$ cat config.mk
export PLATFORM = sky130hd
export DESIGN_NAME = muldiv_sequencer_flat
export DESIGN_NICKNAME = d
export VERILOG_FILES = /design/src/rtl/muldiv_sequencer_if.sv /design/src/rtl/muldiv_sequencer.sv /design/src/flat_wrapper.sv
export SDC_FILE = /design/constraint.sdc
export NUM_CORES = 1
export LEC_CHECK = 0
export ABC_AREA = 1
export CELL_PAD_IN_SITES_DETAIL_PLACEMENT = 1
export CELL_PAD_IN_SITES_GLOBAL_PLACEMENT = 1
export CORE_MARGIN = 2
export CORE_UTILIZATION = 37
export CTS_BUF_LIST = sky130_fd_sc_hd__clkbuf_16
export DETAILED_ROUTE_END_ITERATION = 7
export PLACE_DENSITY_LB_ADDON = 0.1
export SKIP_LAST_GASP = 1
export SLEW_MARGIN = 0
export SYNTH_ARGS = -nofsm -noshare
export SYNTH_HDL_FRONTEND = slang
export SYNTH_SLANG_ARGS = --single-unit
$ cat constraint.sdc
create_clock -name clock -period 2.4 [get_ports clock]
set_input_delay 0.24 -clock clock [delete_from_list [all_inputs] [get_ports clock]]
set_output_delay 0.24 -clock clock [all_outputs]
set_load 0.1 [all_outputs]
$ cat src/rtl/muldiv_sequencer_if.sv
// rtl/muldiv_sequencer_if.sv - decode-side bundle for the multiply/divide unit and its HI/LO registers
interface muldiv_sequencer_if #(
    parameter int WIDTH = 32
);
    logic             start;
    logic [1:0]       op;
    logic [WIDTH-1:0] operand_a;
    logic [WIDTH-1:0] operand_b;
    logic             mf_req;
    logic             mt_we;
    logic             hl_sel;
    logic [WIDTH-1:0] mt_data;
    logic [WIDTH-1:0] mf_data;
    logic             busy;
    logic             done;
    logic             stall;
    logic [WIDTH-1:0] hi;
    logic [WIDTH-1:0] lo;

    // Decode stage drives requests and observes results
    modport master (
        output start, op, operand_a, operand_b, mf_req, mt_we, hl_sel, mt_data,
        input  mf_data, busy, done, stall, hi, lo
    );

    // The unit itself
    modport slave (
        input  start, op, operand_a, operand_b, mf_req, mt_we, hl_sel, mt_data,
        output mf_data, busy, done, stall, hi, lo
    );
endinterface

$ cat src/rtl/muldiv_sequencer.sv
// rtl/muldiv_sequencer.sv - iterative MULT/MULTU/DIV/DIVU sequencer owning HI/LO
module muldiv_sequencer #(
    parameter int WIDTH = 32,
    parameter int CNT_W = 6
) (
    input logic                clock,
    input logic                reset,
    muldiv_sequencer_if.slave  bus
);
    typedef enum logic [1:0] {IDLE, PREP, RUN, FIX} state_t;

    state_t           state;
    logic [CNT_W-1:0] count;
    logic [1:0]       op_q;
    logic [WIDTH-1:0] a_q;
    logic [WIDTH-1:0] b_q;
    // Multiply: addend = |a|, acc_lo starts as |b| (multiplier shifted out LSB first).
    // Divide: addend = |b| (divisor), acc_lo starts as |a| and collects the quotient.
    logic [WIDTH-1:0] addend;
    logic [WIDTH-1:0] acc_hi;
    logic [WIDTH-1:0] acc_lo;
    logic             neg_lo;
    logic             neg_hi;
    logic [WIDTH-1:0] hi_q;
    logic [WIDTH-1:0] lo_q;
    logic             busy_q;
    logic             done_q;

    logic             is_div;
    logic             sign_a;
    logic             sign_b;
    logic [WIDTH-1:0] abs_a;
    logic [WIDTH-1:0] abs_b;
    logic [WIDTH:0]   add_sum;
    logic [WIDTH:0]   shifted;
    logic [WIDTH:0]   diff;
    logic [2*WIDTH-1:0] prod;
    logic [2*WIDTH-1:0] prod_neg;

    // Operand magnitudes and one iteration of the shift-add / restoring-subtract step
    always_comb begin
        is_div   = op_q[1];
        sign_a   = ~op_q[0] & a_q[WIDTH-1];
        sign_b   = ~op_q[0] & b_q[WIDTH-1];
        abs_a    = sign_a ? (~a_q + 1'b1) : a_q;
        abs_b    = sign_b ? (~b_q + 1'b1) : b_q;
        add_sum  = {1'b0, acc_hi} + (acc_lo[0] ? {1'b0, addend} : '0);
        shifted  = {acc_hi, acc_lo[WIDTH-1]};
        diff     = shifted - {1'b0, addend};
        prod     = {acc_hi, acc_lo};
        prod_neg = ~prod + 1'b1;
    end

    // Sequencer: operand capture, iteration, sign fix-up and HI/LO ownership
    always_ff @(posedge clock) begin
        if (reset) begin
            state  <= IDLE;
            count  <= '0;
            op_q   <= '0;
            a_q    <= '0;
            b_q    <= '0;
            addend <= '0;
            acc_hi <= '0;
            acc_lo <= '0;
            neg_lo <= 1'b0;
            neg_hi <= 1'b0;
            hi_q   <= '0;
            lo_q   <= '0;
            busy_q <= 1'b0;
            done_q <= 1'b0;
        end else begin
            done_q <= 1'b0;
            case (state)
                IDLE: begin
                    if (bus.start) begin
                        op_q   <= bus.op;
                        a_q    <= bus.operand_a;
                        b_q    <= bus.operand_b;
                        busy_q <= 1'b1;
                        state  <= PREP;
                    end else if (bus.mt_we) begin
                        if (bus.hl_sel) hi_q <= bus.mt_data;
                        else            lo_q <= bus.mt_data;
                    end
                end
                PREP: begin
                    addend <= is_div ? abs_b : abs_a;
                    acc_lo <= is_div ? abs_a : abs_b;
                    acc_hi <= '0;
                    neg_lo <= sign_a ^ sign_b;
                    neg_hi <= is_div & sign_a;
                    count  <= CNT_W'(WIDTH - 1);
                    state  <= RUN;
                end
                RUN: begin
                    if (is_div) begin
                        if (!diff[WIDTH]) begin
                            acc_hi <= diff[WIDTH-1:0];
                            acc_lo <= {acc_lo[WIDTH-2:0], 1'b1};
                        end else begin
                            acc_hi <= shifted[WIDTH-1:0];
                            acc_lo <= {acc_lo[WIDTH-2:0], 1'b0};
                        end
                    end else begin
                        {acc_hi, acc_lo} <= {add_sum, acc_lo[WIDTH-1:1]};
                    end
                    count <= count - 1'b1;
                    if (count == '0) state <= FIX;
                end
                FIX: begin
                    if (is_div) begin
                        // A zero divisor returns all-ones quotient and the raw dividend
                        if (b_q == '0) begin
                            lo_q <= '1;
                            hi_q <= a_q;
                        end else begin
                            lo_q <= neg_lo ? (~acc_lo + 1'b1) : acc_lo;
                            hi_q <= neg_hi ? (~acc_hi + 1'b1) : acc_hi;
                        end
                    end else begin
                        {hi_q, lo_q} <= neg_lo ? prod_neg : prod;
                    end
                    busy_q <= 1'b0;
                    done_q <= 1'b1;
                    state  <= IDLE;
                end
                default: state <= IDLE;
            endcase
        end
    end

    assign bus.busy    = busy_q;
    assign bus.done    = done_q;
    assign bus.hi      = hi_q;
    assign bus.lo      = lo_q;
    assign bus.mf_data = bus.hl_sel ? hi_q : lo_q;
    assign bus.stall   = (bus.mf_req | bus.mt_we) & busy_q;
endmodule
$ cat src/flat_wrapper.sv
// flat-port wrapper written by rule: the top's interface ports become plain ports
module muldiv_sequencer_flat 
#(
    parameter int WIDTH = 32,
    parameter int CNT_W = 6
)
  (clock, reset, bus_start, bus_op, bus_operand_a, bus_operand_b, bus_mf_req, bus_mt_we, bus_hl_sel, bus_mt_data, bus_mf_data, bus_busy, bus_done, bus_stall, bus_hi, bus_lo);
  muldiv_sequencer_if #(.WIDTH(WIDTH)) bus_i ();
  input logic clock;
  input logic reset;
  input wire logic [$bits(bus_i.start)-1:0] bus_start;
  input wire logic [$bits(bus_i.op)-1:0] bus_op;
  input wire logic [$bits(bus_i.operand_a)-1:0] bus_operand_a;
  input wire logic [$bits(bus_i.operand_b)-1:0] bus_operand_b;
  input wire logic [$bits(bus_i.mf_req)-1:0] bus_mf_req;
  input wire logic [$bits(bus_i.mt_we)-1:0] bus_mt_we;
  input wire logic [$bits(bus_i.hl_sel)-1:0] bus_hl_sel;
  input wire logic [$bits(bus_i.mt_data)-1:0] bus_mt_data;
  output wire logic [$bits(bus_i.mf_data)-1:0] bus_mf_data;
  output wire logic [$bits(bus_i.busy)-1:0] bus_busy;
  output wire logic [$bits(bus_i.done)-1:0] bus_done;
  output wire logic [$bits(bus_i.stall)-1:0] bus_stall;
  output wire logic [$bits(bus_i.hi)-1:0] bus_hi;
  output wire logic [$bits(bus_i.lo)-1:0] bus_lo;
  assign bus_i.start = bus_start;
  assign bus_i.op = bus_op;
  assign bus_i.operand_a = bus_operand_a;
  assign bus_i.operand_b = bus_operand_b;
  assign bus_i.mf_req = bus_mf_req;
  assign bus_i.mt_we = bus_mt_we;
  assign bus_i.hl_sel = bus_hl_sel;
  assign bus_i.mt_data = bus_mt_data;
  assign bus_mf_data = bus_i.mf_data;
  assign bus_busy = bus_i.busy;
  assign bus_done = bus_i.done;
  assign bus_stall = bus_i.stall;
  assign bus_hi = bus_i.hi;
  assign bus_lo = bus_i.lo;
  muldiv_sequencer #(.WIDTH(WIDTH), .CNT_W(CNT_W)) u_core (.clock(clock), .reset(reset), .bus(bus_i));
endmodule
==> impl_results.md <==
* Vias in the first global route at 27776
* Max_slew headroom at 0.461
* Avg Vias per Cell at 5.50
* R2R Setup Slk at -0.07 ns
* Total CTS buffers at 30
* Final HPWL DP at 91700 µm
* Total grt overflow at 0
* Inst Count DP at 5131
* Hold path start: reset
* Synth area leader: dfxtp_1
* Via count at 28648
* Post-synth EDFFs at 0
* CTS tree: built
* Wire length per cell at 22.3 µm
* CTS sink cnt at 238
* Unrepaired setup endpoints after global routing: yes
* Internal power at 18.6 mW
* RR Startpoint: u_core.acc_lo[0]
* Synth Area in Simple Gates at 0.383
* Clk pwr share at 0.110
* Initial DRC count at 2522
* Tot Pwr at 42.8 mW
* Starting density of the core at 0.373
* Distinct cells, synth at 47
* Final setup fails at 14
* Top FF cell, synth: dfxtp_1
* Reg-to-Reg End: u_core.acc_hi[21]
* Final Hold Fails at 0
* Layout cells sized above 1 at 0.239
* Root buf cell: clkbuf_16
* Mapped Nets at 4111
* Filler Cell Count at 8029
* Die width at 247 µm
* Initial antenna violation count at 3
* Post-DP Area at 27500 µm²
* Synth top cells by count: nand2_1, inv_1, nand3_1, a21oi_1, o21ai_0
* Arrival time worst endpoint at 2.92 ns
* Leakage power at 15.5 nW
* WHS at 0.111 ns
* Die Ht at 247 µm
* Final WS setup at -0.0723 ns
* #FFs+latches synth at 238
* Top cells by area, synth: dfxtp_1, nand2_1, inv_1
* Final instance area at 30900 µm²
* Clk slew on worst S/H paths at 0.06 ns
* Hold Path Depth at 4
* Peak supply drop at 0.947 mV
* CP max FO at 8
* Port buffer count at 202
* Cells after Synth at 3931
* Detailed Routing Iterations Pass 1 at 5
* Avg Inst Size Synth at 5.58 µm²
* Status: complete, but fails checks
* Least-Margin Pin Slew at 0.809 ns
* Setup Skew at 0.0280 ns
* FF-to-FF path depth at 19
* Hold endpoint: u_core.addend[13]
* # IOs at 203
* Area Overhead vs Synth at 40.7%
* Top cell type's share of synthesized area at 0.217
* Critical path class: flop to flop
* Final Cycle Share at 1.03
* Sequential Power Share at 0.148
* Async SR Flop Fraction at 0
* Area of the mapped netlist at 21900 µm²
* Full die area at 61200 µm²
* Register area share after synthesis at 0.217
* Area of the core at 58800 µm²
* Largest family of logic cells by synthesized area: simple AND/OR/NAND/NOR gates
* Crit path time final at 2.47 ns
* Clk buf depth at 3
* Pwr dens at 1390 nW/µm²
* Comb pwr share at 0.742
* RePlAce Congestion at 0.997
* Adder-Cell Fraction of Synth Area at 0.0441
* Ys Warns at 0
* Crit. End Element: flop
* Mux contribution to synthesized area at 0
* GRT Resource Usage Total at 0.360
* Synth Area in Compound Gates at 0.181
* Most common cell in the synthesized netlist: nand2_1
* Violated checks: negative setup slack
* Cell row count at 89
* Worst min path class: primary input to flop
* P_sw at 24.2 mW
* Number of max-cap violations at 0
* Clk_lat worst skew at 0.62 ns
* Switching share of power at 0.566
* Dpl ws at -0.175 ns
* Slew Limit Fails at 0
* Fmax at 404 MHz
* Total Routed Length at 116000 µm
* # DRC at 0
* H-tree level count at 1
* Post-route ant nets at 0
* First-pass GRT wire length at 168000 µm
* Worst Setup Start Kind: flop
* Largest net degree at the start of global routing at 106
* Final nets at 4595
* XOR/XNOR Fraction of Synth Area at 0.0439
* CP required at 2.85 ns
* Layout Cells excl Fill at 5212
kinds of logic after synthesis:
kind of cell | Yosys count
DFF | 238
xor gates and xnor gates | 110
and+or+nand+nor | 2021
buffers and inverters | 740
AOI/OAI and AO/OA | 746
adders and majority gates | 76
registers in the layout (all words and copies together) (netlist names), 6 cells and up:
register,cells
u_core.a_q,32
u_core.acc_hi,32
u_core.acc_lo,32
u_core.addend,32
u_core.b_q,32
u_core.bus.hi,32
u_core.bus.lo,32
u_core.count,6
worst max-delay path: stages, from the launching register on:
cell     delay, ns
dfxtp_4       0.48
buf_12        0.17
nand2_1       0.09
inv_2         0.09
ha_4          0.21
buf_4         0.16
nand2_4       0.09
inv_1         0.06
nand2_1       0.08
nand2_2       0.08
a21oi_2       0.19
nand2_4       0.10
nand2_2       0.10
nand2_1       0.06
nand2_1       0.06
nand3_1       0.08
nand2_1       0.07
inv_1         0.04
nand2_1       0.07
a21oi_2       0.05
worst max path at each step:
| stage | from | endpoint | slack (ns) |
|---|---|---|---|
| floorplan | u_core.acc_lo[0] | u_core.acc_hi[29] | 0.005 |
| CTS | u_core.acc_lo[0] | u_core.acc_hi[24] | -0.06 |
| global route | u_core.acc_lo[0] | u_core.acc_hi[21] | -0.18 |
| global placement | u_core.addend[12] | u_core.acc_hi[29] | -0.11 |
| detailed placement | u_core.acc_lo[0] | u_core.acc_hi[30] | -0.18 |
| finish | u_core.acc_lo[0] | u_core.acc_hi[21] | -0.07 |
area by class of cell:
type                            count  area, µm²  area share
Multi-Input combinational cell   2953      16300       0.528
Timing Repair Buffer              624       5650       0.183
Sequential cell                   238       4820       0.156
Inverter                          568       2140      0.0694
Tap cell                          773        967      0.0314
Clock buffer                       31        776      0.0251
Clock inverter                     23        213     0.00689
Antenna cell                        2       5.00    0.000162
placed cells by master (no fill, tap or decap), types with 6 or more instances in the layout:
| cell | count |
|---|---|
| clkdlybuf4s50_1 | 102 |
| clkinv_1 | 8 |
| inv_1 | 523 |
| nand2_4 | 26 |
| nand2_2 | 129 |
| xnor2_1 | 13 |
| dfxtp_1 | 204 |
| or2_2 | 8 |
| o21ai_1 | 26 |
| and2_1 | 7 |
| a31oi_1 | 12 |
| nor2_4 | 23 |
| buf_4 | 463 |
| ha_1 | 18 |
| o21bai_1 | 13 |
| clkbuf_16 | 35 |
| dfxtp_4 | 6 |
| nand3_2 | 41 |
| a21oi_2 | 44 |
| nand3b_1 | 7 |
| a21oi_1 | 290 |
| nor2_1 | 240 |
| o211ai_1 | 25 |
| nand3_1 | 291 |
| nor3_2 | 8 |
| nand4_1 | 43 |
| inv_2 | 45 |
| buf_12 | 46 |
| nor3_1 | 15 |
| xor2_1 | 92 |
| dfxtp_2 | 28 |
| nand2_1 | 1115 |
| a22oi_1 | 6 |
| ha_4 | 52 |
| nand3_4 | 9 |
| o21ai_0 | 303 |
| nor2_2 | 48 |
through the flow:
step            util  TNS (ns)
3_3_place_gp   0.468    -0.690
2_1_floorplan      -         0
6_report       0.525    -0.603
5_1_grt        0.525     -2.48
4_1_cts        0.491    -0.280
3_5_place_dp   0.468     -2.24
repair_timing:
item	4_1_cts	5_1_grt
setup endpoints to repair	36	98
endpoints found under the hold margin	0	0
buffers inserted	4	15
pin swaps	5	111
gates cloned	2	4
hold buffers	0	0
resized for setup	72	452
per-layer routing:
layer  up-vias  wire length [µm]  GRT usage
met4         4              5480      0.133
met1     13857             50600      0.501
met5         -                27          0
met3       240              8550     0.0443
met2      1050             51800      0.567
li1      13497                 -          -
power by group through the flow:
stage / Clock [mW] / Sequential, mW / Combinational (mW)
after floorplan: 0 / 8.13 / 15.4
after global placement: 0 / 6.26 / 28.1
after detailed placement: 0 / 6.29 / 28.5
after CTS: 4.74 / 6.23 / 29.3
after global routing: 4.89 / 6.44 / 33.9
final: 4.69 / 6.33 / 31.8
Note: power is estimated with default switching activity, not from simulation.
